==> config.mk <==
export PLATFORM = sky130hd
export DESIGN_NAME = gyro_sample_scheduler
export DESIGN_NICKNAME = d
export VERILOG_FILES = /design/src/rtl/gyro_pkg.sv /design/src/rtl/gyro_period_timer.sv /design/src/rtl/gyro_sample_scheduler.sv
export SDC_FILE = /design/constraint.sdc
export NUM_CORES = 1
export LEC_CHECK = 0
export ABC_CLOCK_PERIOD_IN_PS = 6100
export BUFFER_PORTS_ARGS = -buffer_cell sky130_fd_sc_hd__buf_2
export CORE_MARGIN = 2
export CORE_UTILIZATION = 45
export DETAILED_ROUTE_END_ITERATION = 12
export GPL_TIMING_DRIVEN = 0
export PLACE_DENSITY = 0.67
export SLEW_MARGIN = 20
export SYNTH_ARGS = -nofsm -noshare
export SYNTH_HDL_FRONTEND = slang
export SYNTH_SLANG_ARGS = --single-unit
==> constraint.sdc <==
create_clock -name clk_100mhz -period 6.1 [get_ports clk_100mhz]
set_input_delay 0.915 -clock clk_100mhz [delete_from_list [all_inputs] [get_ports clk_100mhz]]
set_output_delay 0.915 -clock clk_100mhz [all_outputs]
set_load 0.005 [all_outputs]
==> src/rtl/gyro_pkg.sv <==
// Shared types and constants for the gyro sample scheduler.
// Holds the FSM state encoding, the signed axis sample type, the gyro
// register addresses and the 16-bit saturation limits.
package gyro_pkg;

    localparam int DATA_W = 16;

    typedef logic signed [DATA_W-1:0] axis_t;

    typedef enum logic [2:0] {
        IDLE = 3'd0,
        RD_X = 3'd1,
        RD_Y = 3'd2,
        RD_Z = 3'd3,
        OUT  = 3'd4
    } state_t;

    localparam logic [7:0] REG_GYRO_X = 8'h43;
    localparam logic [7:0] REG_GYRO_Y = 8'h45;
    localparam logic [7:0] REG_GYRO_Z = 8'h47;

    localparam axis_t SAT16_MAX = 16'sh7FFF;
    localparam axis_t SAT16_MIN = 16'sh8000;

endpackage

==> src/rtl/gyro_period_timer.sv <==
// Free-running sample period counter with a one-cycle tick.
// Counts 0..SAMPLE_PERIOD-1 while enabled; tick is high on the last count,
// after which the counter wraps. Disabling holds the counter at zero.
module gyro_period_timer #(
    parameter int SAMPLE_PERIOD = 100000
) (
    input  logic clk_100mhz,
    input  logic rst_in_n,
    input  logic enable,
    output logic tick
);

    localparam int CW = (SAMPLE_PERIOD > 1) ? $clog2(SAMPLE_PERIOD) : 1;
    localparam logic [CW-1:0] LAST = CW'(SAMPLE_PERIOD - 1);

    logic [CW-1:0] count;

    // period counter: wraps on the last count, parked at zero while disabled
    always_ff @(posedge clk_100mhz) begin
        if (!rst_in_n) begin
            count <= '0;
        end else if (!enable || (count == LAST)) begin
            count <= '0;
        end else begin
            count <= count + CW'(1);
        end
    end

    assign tick = enable && (count == LAST);

endmodule

==> src/rtl/gyro_sample_scheduler.sv <==
// Gyro sample scheduler: on each period tick reads X, Y and Z from the
// register-read bus, then presents all three axes together with a one-cycle
// valid. Handles per-read timeout recovery and counts ticks lost while busy.
// Optional build macro GYRO_BIAS_CAL_EN: average the first 2^CAL_LOG2
// samples as a per-axis bias and subtract it (saturated) from later samples.
module gyro_sample_scheduler
    import gyro_pkg::*;
#(
    parameter int         SAMPLE_PERIOD = 100000,
    parameter int         TIMEOUT       = 1023,
    parameter logic [7:0] ADDR_X        = REG_GYRO_X,
    parameter logic [7:0] ADDR_Y        = REG_GYRO_Y,
    parameter logic [7:0] ADDR_Z        = REG_GYRO_Z,
    parameter int         CAL_LOG2      = 6
) (
    input  logic        clk_100mhz,
    input  logic        rst_in_n,
    input  logic        enable_in,
    output logic        rd_req_out,
    output logic [7:0]  rd_addr_out,
    input  logic        rd_ack_in,
    input  logic [15:0] rd_data_in,
    output logic [15:0] gx_out,
    output logic [15:0] gy_out,
    output logic [15:0] gz_out,
    output logic        sample_valid_out,
    output logic        busy_out,
    output logic [7:0]  overrun_cnt_out,
    output logic        timeout_err_out,
    output logic        cal_done_out
);

    localparam int TW = (TIMEOUT > 1) ? $clog2(TIMEOUT + 1) : 1;
    localparam logic [TW-1:0] TLAST = TW'(TIMEOUT - 1);

    state_t        state, state_nxt;
    logic          tick;
    logic          in_rd, accept, tmo;
    logic          req;
    logic [7:0]    addr;
    logic [TW-1:0] tcnt;
    axis_t         x_p0, y_p0, z_in;
    axis_t         gx_p1, gy_p1, gz_p1;
    logic          vld_p1;
    logic [7:0]    ovr;
    logic          terr;

    assign z_in = rd_data_in;

    gyro_period_timer #(
        .SAMPLE_PERIOD(SAMPLE_PERIOD)
    ) u_timer (
        .clk_100mhz(clk_100mhz),
        .rst_in_n  (rst_in_n),
        .enable    (enable_in),
        .tick      (tick)
    );

    // state register
    always_ff @(posedge clk_100mhz) begin
        if (!rst_in_n) begin
            state <= IDLE;
        end else begin
            state <= state_nxt;
        end
    end

    // next state plus read handshake decode; an ack on the timeout cycle wins
    always_comb begin
        state_nxt = state;
        in_rd     = (state == RD_X) || (state == RD_Y) || (state == RD_Z);
        accept    = in_rd && req && rd_ack_in;
        tmo       = in_rd && req && !rd_ack_in && (tcnt == TLAST);
        case (state)
            IDLE: if (tick) state_nxt = RD_X;
            RD_X: if (accept) state_nxt = RD_Y; else if (tmo) state_nxt = IDLE;
            RD_Y: if (accept) state_nxt = RD_Z; else if (tmo) state_nxt = IDLE;
            RD_Z: if (accept) state_nxt = OUT;  else if (tmo) state_nxt = IDLE;
            OUT:  state_nxt = IDLE;
            default: state_nxt = IDLE;
        endcase
    end

    // bus request, address and per-read wait counter; request idles one
    // cycle after every ack so consecutive reads are always separated
    always_ff @(posedge clk_100mhz) begin
        if (!rst_in_n) begin
            req  <= 1'b0;
            addr <= '0;
            tcnt <= '0;
        end else if ((state == IDLE) && tick) begin
            req  <= 1'b1;
            addr <= ADDR_X;
            tcnt <= '0;
        end else if (accept) begin
            req  <= 1'b0;
            tcnt <= '0;
            if (state == RD_X) addr <= ADDR_Y;
            else if (state == RD_Y) addr <= ADDR_Z;
        end else if (tmo) begin
            req  <= 1'b0;
            tcnt <= '0;
        end else if (in_rd && !req) begin
            req <= 1'b1;
        end else if (in_rd) begin
            tcnt <= tcnt + TW'(1);
        end
    end

    // stage 0: X and Y staging, discarded when a read times out
    always_ff @(posedge clk_100mhz) begin
        if (!rst_in_n) begin
            x_p0 <= '0;
            y_p0 <= '0;
        end else if (tmo) begin
            x_p0 <= '0;
            y_p0 <= '0;
        end else if (accept && (state == RD_X)) begin
            x_p0 <= rd_data_in;
        end else if (accept && (state == RD_Y)) begin
            y_p0 <= rd_data_in;
        end
    end

`ifdef GYRO_BIAS_CAL_EN
    localparam int ACC_W = DATA_W + CAL_LOG2;
    localparam logic signed [DATA_W:0] HI17 = 17'sd32767;
    localparam logic signed [DATA_W:0] LO17 = -17'sd32768;

    logic signed [ACC_W-1:0] acc_x, acc_y, acc_z;
    logic [CAL_LOG2-1:0]     cal_cnt;
    logic                    cal_done;
    axis_t                   bias_x, bias_y, bias_z;

    function automatic axis_t sat16(input logic signed [DATA_W:0] v);
        if (v > HI17) return SAT16_MAX;
        if (v < LO17) return SAT16_MIN;
        return axis_t'(v);
    endfunction

    assign bias_x = axis_t'(acc_x >>> CAL_LOG2);
    assign bias_y = axis_t'(acc_y >>> CAL_LOG2);
    assign bias_z = axis_t'(acc_z >>> CAL_LOG2);

    // bias accumulation over the first complete samples after reset
    always_ff @(posedge clk_100mhz) begin
        if (!rst_in_n) begin
            acc_x    <= '0;
            acc_y    <= '0;
            acc_z    <= '0;
            cal_cnt  <= '0;
            cal_done <= 1'b0;
        end else if (accept && (state == RD_Z) && !cal_done) begin
            acc_x   <= acc_x + ACC_W'(x_p0);
            acc_y   <= acc_y + ACC_W'(y_p0);
            acc_z   <= acc_z + ACC_W'(z_in);
            cal_cnt <= cal_cnt + CAL_LOG2'(1);
            if (cal_cnt == '1) cal_done <= 1'b1;
        end
    end

    assign cal_done_out = cal_done;
`else
    // calibration absent: always ready; CAL_LOG2 only shapes the calibrating build
    localparam logic CAL_READY = (CAL_LOG2 >= 0);
    assign cal_done_out = CAL_READY;
`endif

    // stage 1: all three axes land together on the Z ack edge
    always_ff @(posedge clk_100mhz) begin
        if (!rst_in_n) begin
            gx_p1  <= '0;
            gy_p1  <= '0;
            gz_p1  <= '0;
            vld_p1 <= 1'b0;
        end else begin
            vld_p1 <= 1'b0;
            if (accept && (state == RD_Z)) begin
`ifdef GYRO_BIAS_CAL_EN
                if (cal_done) begin
                    gx_p1  <= sat16(17'(x_p0) - 17'(bias_x));
                    gy_p1  <= sat16(17'(y_p0) - 17'(bias_y));
                    gz_p1  <= sat16(17'(z_in) - 17'(bias_z));
                    vld_p1 <= 1'b1;
                end
`else
                gx_p1  <= x_p0;
                gy_p1  <= y_p0;
                gz_p1  <= z_in;
                vld_p1 <= 1'b1;
`endif
            end
        end
    end

    // overrun accounting and sticky timeout flag
    always_ff @(posedge clk_100mhz) begin
        if (!rst_in_n) begin
            ovr  <= '0;
            terr <= 1'b0;
        end else begin
            if (tick && (state != IDLE) && (ovr != 8'hFF)) ovr <= ovr + 8'd1;
            if (tmo) terr <= 1'b1;
        end
    end

    assign rd_req_out       = req;
    assign rd_addr_out      = addr;
    assign gx_out           = gx_p1;
    assign gy_out           = gy_p1;
    assign gz_out           = gz_p1;
    assign sample_valid_out = vld_p1;
    assign busy_out         = (state != IDLE);
    assign overrun_cnt_out  = ovr;
    assign timeout_err_out  = terr;

endmodule

==> metrics.md <==
| Metric | Value |
|---|---|
| Total CTS buffers | `17` |
| Largest net degree at the start of global routing | `17` |
| Max Slew Vio Count | `0` |
| Worst EP arrival | `1.56 ns` |
| CP Class | `register to output port` |
| Die area | `11500 µm²` |
| Post-placement cell area | `5380 µm²` |
| Initial antenna violation count | `0` |
| Synth top area share | `51.9%` |
| Max_cap viols | `0` |
| Worst hold-check path type | `register to register` |
| GR Util All Layers | `20.8%` |
| Die width | `107 µm` |
| WP data required | `5.18 ns` |
| FF-to-FF End | `x_p0[6]` |
| Initial drt markers | `209` |
| Tightest Pin Transition | `0.765 ns` |
| VDD IR max | `0.161 mV` |
| Commonest cells in the synthesized netlist | `nand2_1 (183), dfxtp_1 (124), a21oi_1 (83)` |
| Synthesis-stage register bit count | `124` |
| HP Start | `gy_out[3]` |
| Reg2Reg Setup Slack | `3.85 ns` |
| Row cnt | `37` |
| Setup TNS | `0 ns` |
| Port bufs | `83` |
| Fmax | `0.404 GHz` |
| Post CTS Setup Buffer Count | `0` |
| CP Capture Type | `output port` |
| Cts hold-fix bufs | `0` |
| Total placed cells including tap cells | `809` |
| EDFF count, synth | `0` |
| H-tree depth | `4` |
| Ys flop type | `dfxtp_1` |
| Cell variety after synth | `43` |
| Crit path time final | `2.47 ns` |
| Yosys warns | `0` |
| Crit-path max FO | `8` |
| First-pass GRT wire length | `18800 µm` |
| Hold-critical path depth | `2` |
| Resize count post-CTS | `0` |
| Mapped Area | `4790 µm²` |
| P_leak | `2.40 nW` |
| Setup crit start kind | `register` |
| Hold slack final | `0.451 ns` |
| PD cells | `313 nW/µm²` |
| Ys async rst share | `0%` |
| Drt pass-1 iters | `7` |
| Clock buffer depth | `2` |
| Total Wirelength | `11600 µm` |
| Post-route cell area | `6000 µm²` |
| Sequential share of the synthesized area | `51.9%` |
| Detail Placement HPWL | `8410 µm` |
| Clock sink total | `124` |
| # DRC | `0` |
| ANT nets after route | `0` |
| Status | `completed` |
| Slew headroom | `48.8%` |
| Clock Latency Late Sink | `0.52 ns` |
| Clk root buf | `clkbuf_8` |
| Area leader, netlist | `dfxtp_1` |
| DR WL/cell | `13.8 µm` |
| Number of vias per cell | `5.05` |
| Non-filler cells, final | `842` |
| Final #Nets | `716` |
| RSZ-0062 raised after global routing | `no` |
| Reg2Reg Launch Point | `state[0]` |
| Fin crit share | `40.5%` |
| Power Total | `1.88 mW` |
| Area grow syn2layout | `25.3%` |
| Synth area leaders | `dfxtp_1 (52%), nand2_1 (14%), a21oi_1 (8.7%), nor2_1 (3.1%), xor2_1 (2.4%)` |
| Initial cell density of the core | `46.4%` |
| Reg2Reg Depth | `7` |
| # setup viols final | `0` |
| Final Hold Fails | `0` |
| Crit path launch | `state[0]` |
| IO Count | `89` |
| Most common cell in the synthesized netlist | `nand2_1` |
| Vias in the first global route | `3981` |
| Filler cell count | `941` |
| Share of cells above drive strength 1 | `19.0%` |
| CTS tree | `yes` |
| Clock slew at reported path FFs | `0.06 ns` |
| DR vias | `4255` |
| Synth Instances | `587` |
| Total gr overflow | `0` |
| Core ar. | `10300 µm²` |
| Die Y | `107 µm` |
| Mean Syn Cell Area | `8.16 µm²` |
| Final Wtd Congestion | `0.871` |
| WHS Endpoint | `gy_out[3]` |
| Skew final | `0.00704 ns` |
## logic make-up after synthesis
| family | after synthesis | synth area share (%) |
|---|---|---|
| adders and majority gates | 4 | 1.05 |
| DFF | 124 | 51.9 |
| buffers and inverters | 43 | 4.18 |
| AOI/OAI and AO/OA | 94 | 10.2 |
| and+or+nand+nor | 289 | 26.7 |
| muxes | 7 | 1.46 |
| xor gates and xnor gates | 24 | 4.39 |
| other | 2 | 0.157 |
## final cells by class
cell class	count	area (µm²)	share of cell area [%]
sequential	124	2480	41.4
multi-input combinational	423	2120	35.3
clock buffer	18	428	7.14
timing repair buffer	83	415	6.93
clock inverter	14	183	3.05
buffer	37	178	2.96
tap	136	170	2.84
inverter	6	22.5	0.376
antenna	1	2.50	0.0417
## registers in the layout (all words and copies together), names as in the netlist, 3 cells and up
register and count:
x_p0 16, u_timer.count 17, state 3, rd_addr_out 3, overrun_cnt_out 8, y_p0 16
gy_out 16, tcnt 10, gx_out 16, gz_out 16
## metal layers
layer | part of all wire (%) | track usage, % | vias up
met3 | 6.6 | 5.59 | 28
met2 | 47 | 33.3 | 136
li1 | - | - | 2145
met5 | 0 | 0 | -
met4 | 2.3 | 9.46 | 0
met1 | 44 | 26.2 | 1946
## where the power goes
group	internal (mW)	total [mW]	switching, mW
clock	0.643	1.03	0.389
combinational	0.0110	0.0364	0.0254
sequential	0.811	0.811	0.000762
## layout by cell type, fill, tap and decap left out, types with 6 or more instances in the layout
master	n
nand4_1	9
nand3_1	13
xnor2_1	11
and3_1	9
a21oi_1	83
clkbuf_1	22
buf_2	89
nor2_1	39
clkbuf_16	16
buf_4	6
mux2i_1	7
nand2b_1	8
xor2_1	13
nand2_1	183
dfxtp_1	124
and4_1	7
## worst max path at each step
stage / cells after the start / endpoint
2_1_floorplan: 6 / gz_out[10]
4_1_cts: 4 / busy_out
3_5_place_dp: 7 / gx_out[13]
3_3_place_gp: 7 / gx_out[13]
5_1_grt: 4 / busy_out
6_report: 4 / busy_out
## critical path, stage by stage (launching register included)
cell	delay [ns]
dfxtp_1	0.29
buf_2	0.15
nor2_1	0.27
nand2_1	0.17
buf_2	0.16
## metrics by stage
stage / worst slack, ns / util (%)
floorplan: 4.00 / -
global placement: 3.40 / 52.2
detailed placement: 3.41 / 52.2
CTS: 3.59 / 58.1
global route: 3.51 / 58.1
finish: 3.63 / 58.1
No activity file was read; power rests on OpenSTA's default activity.
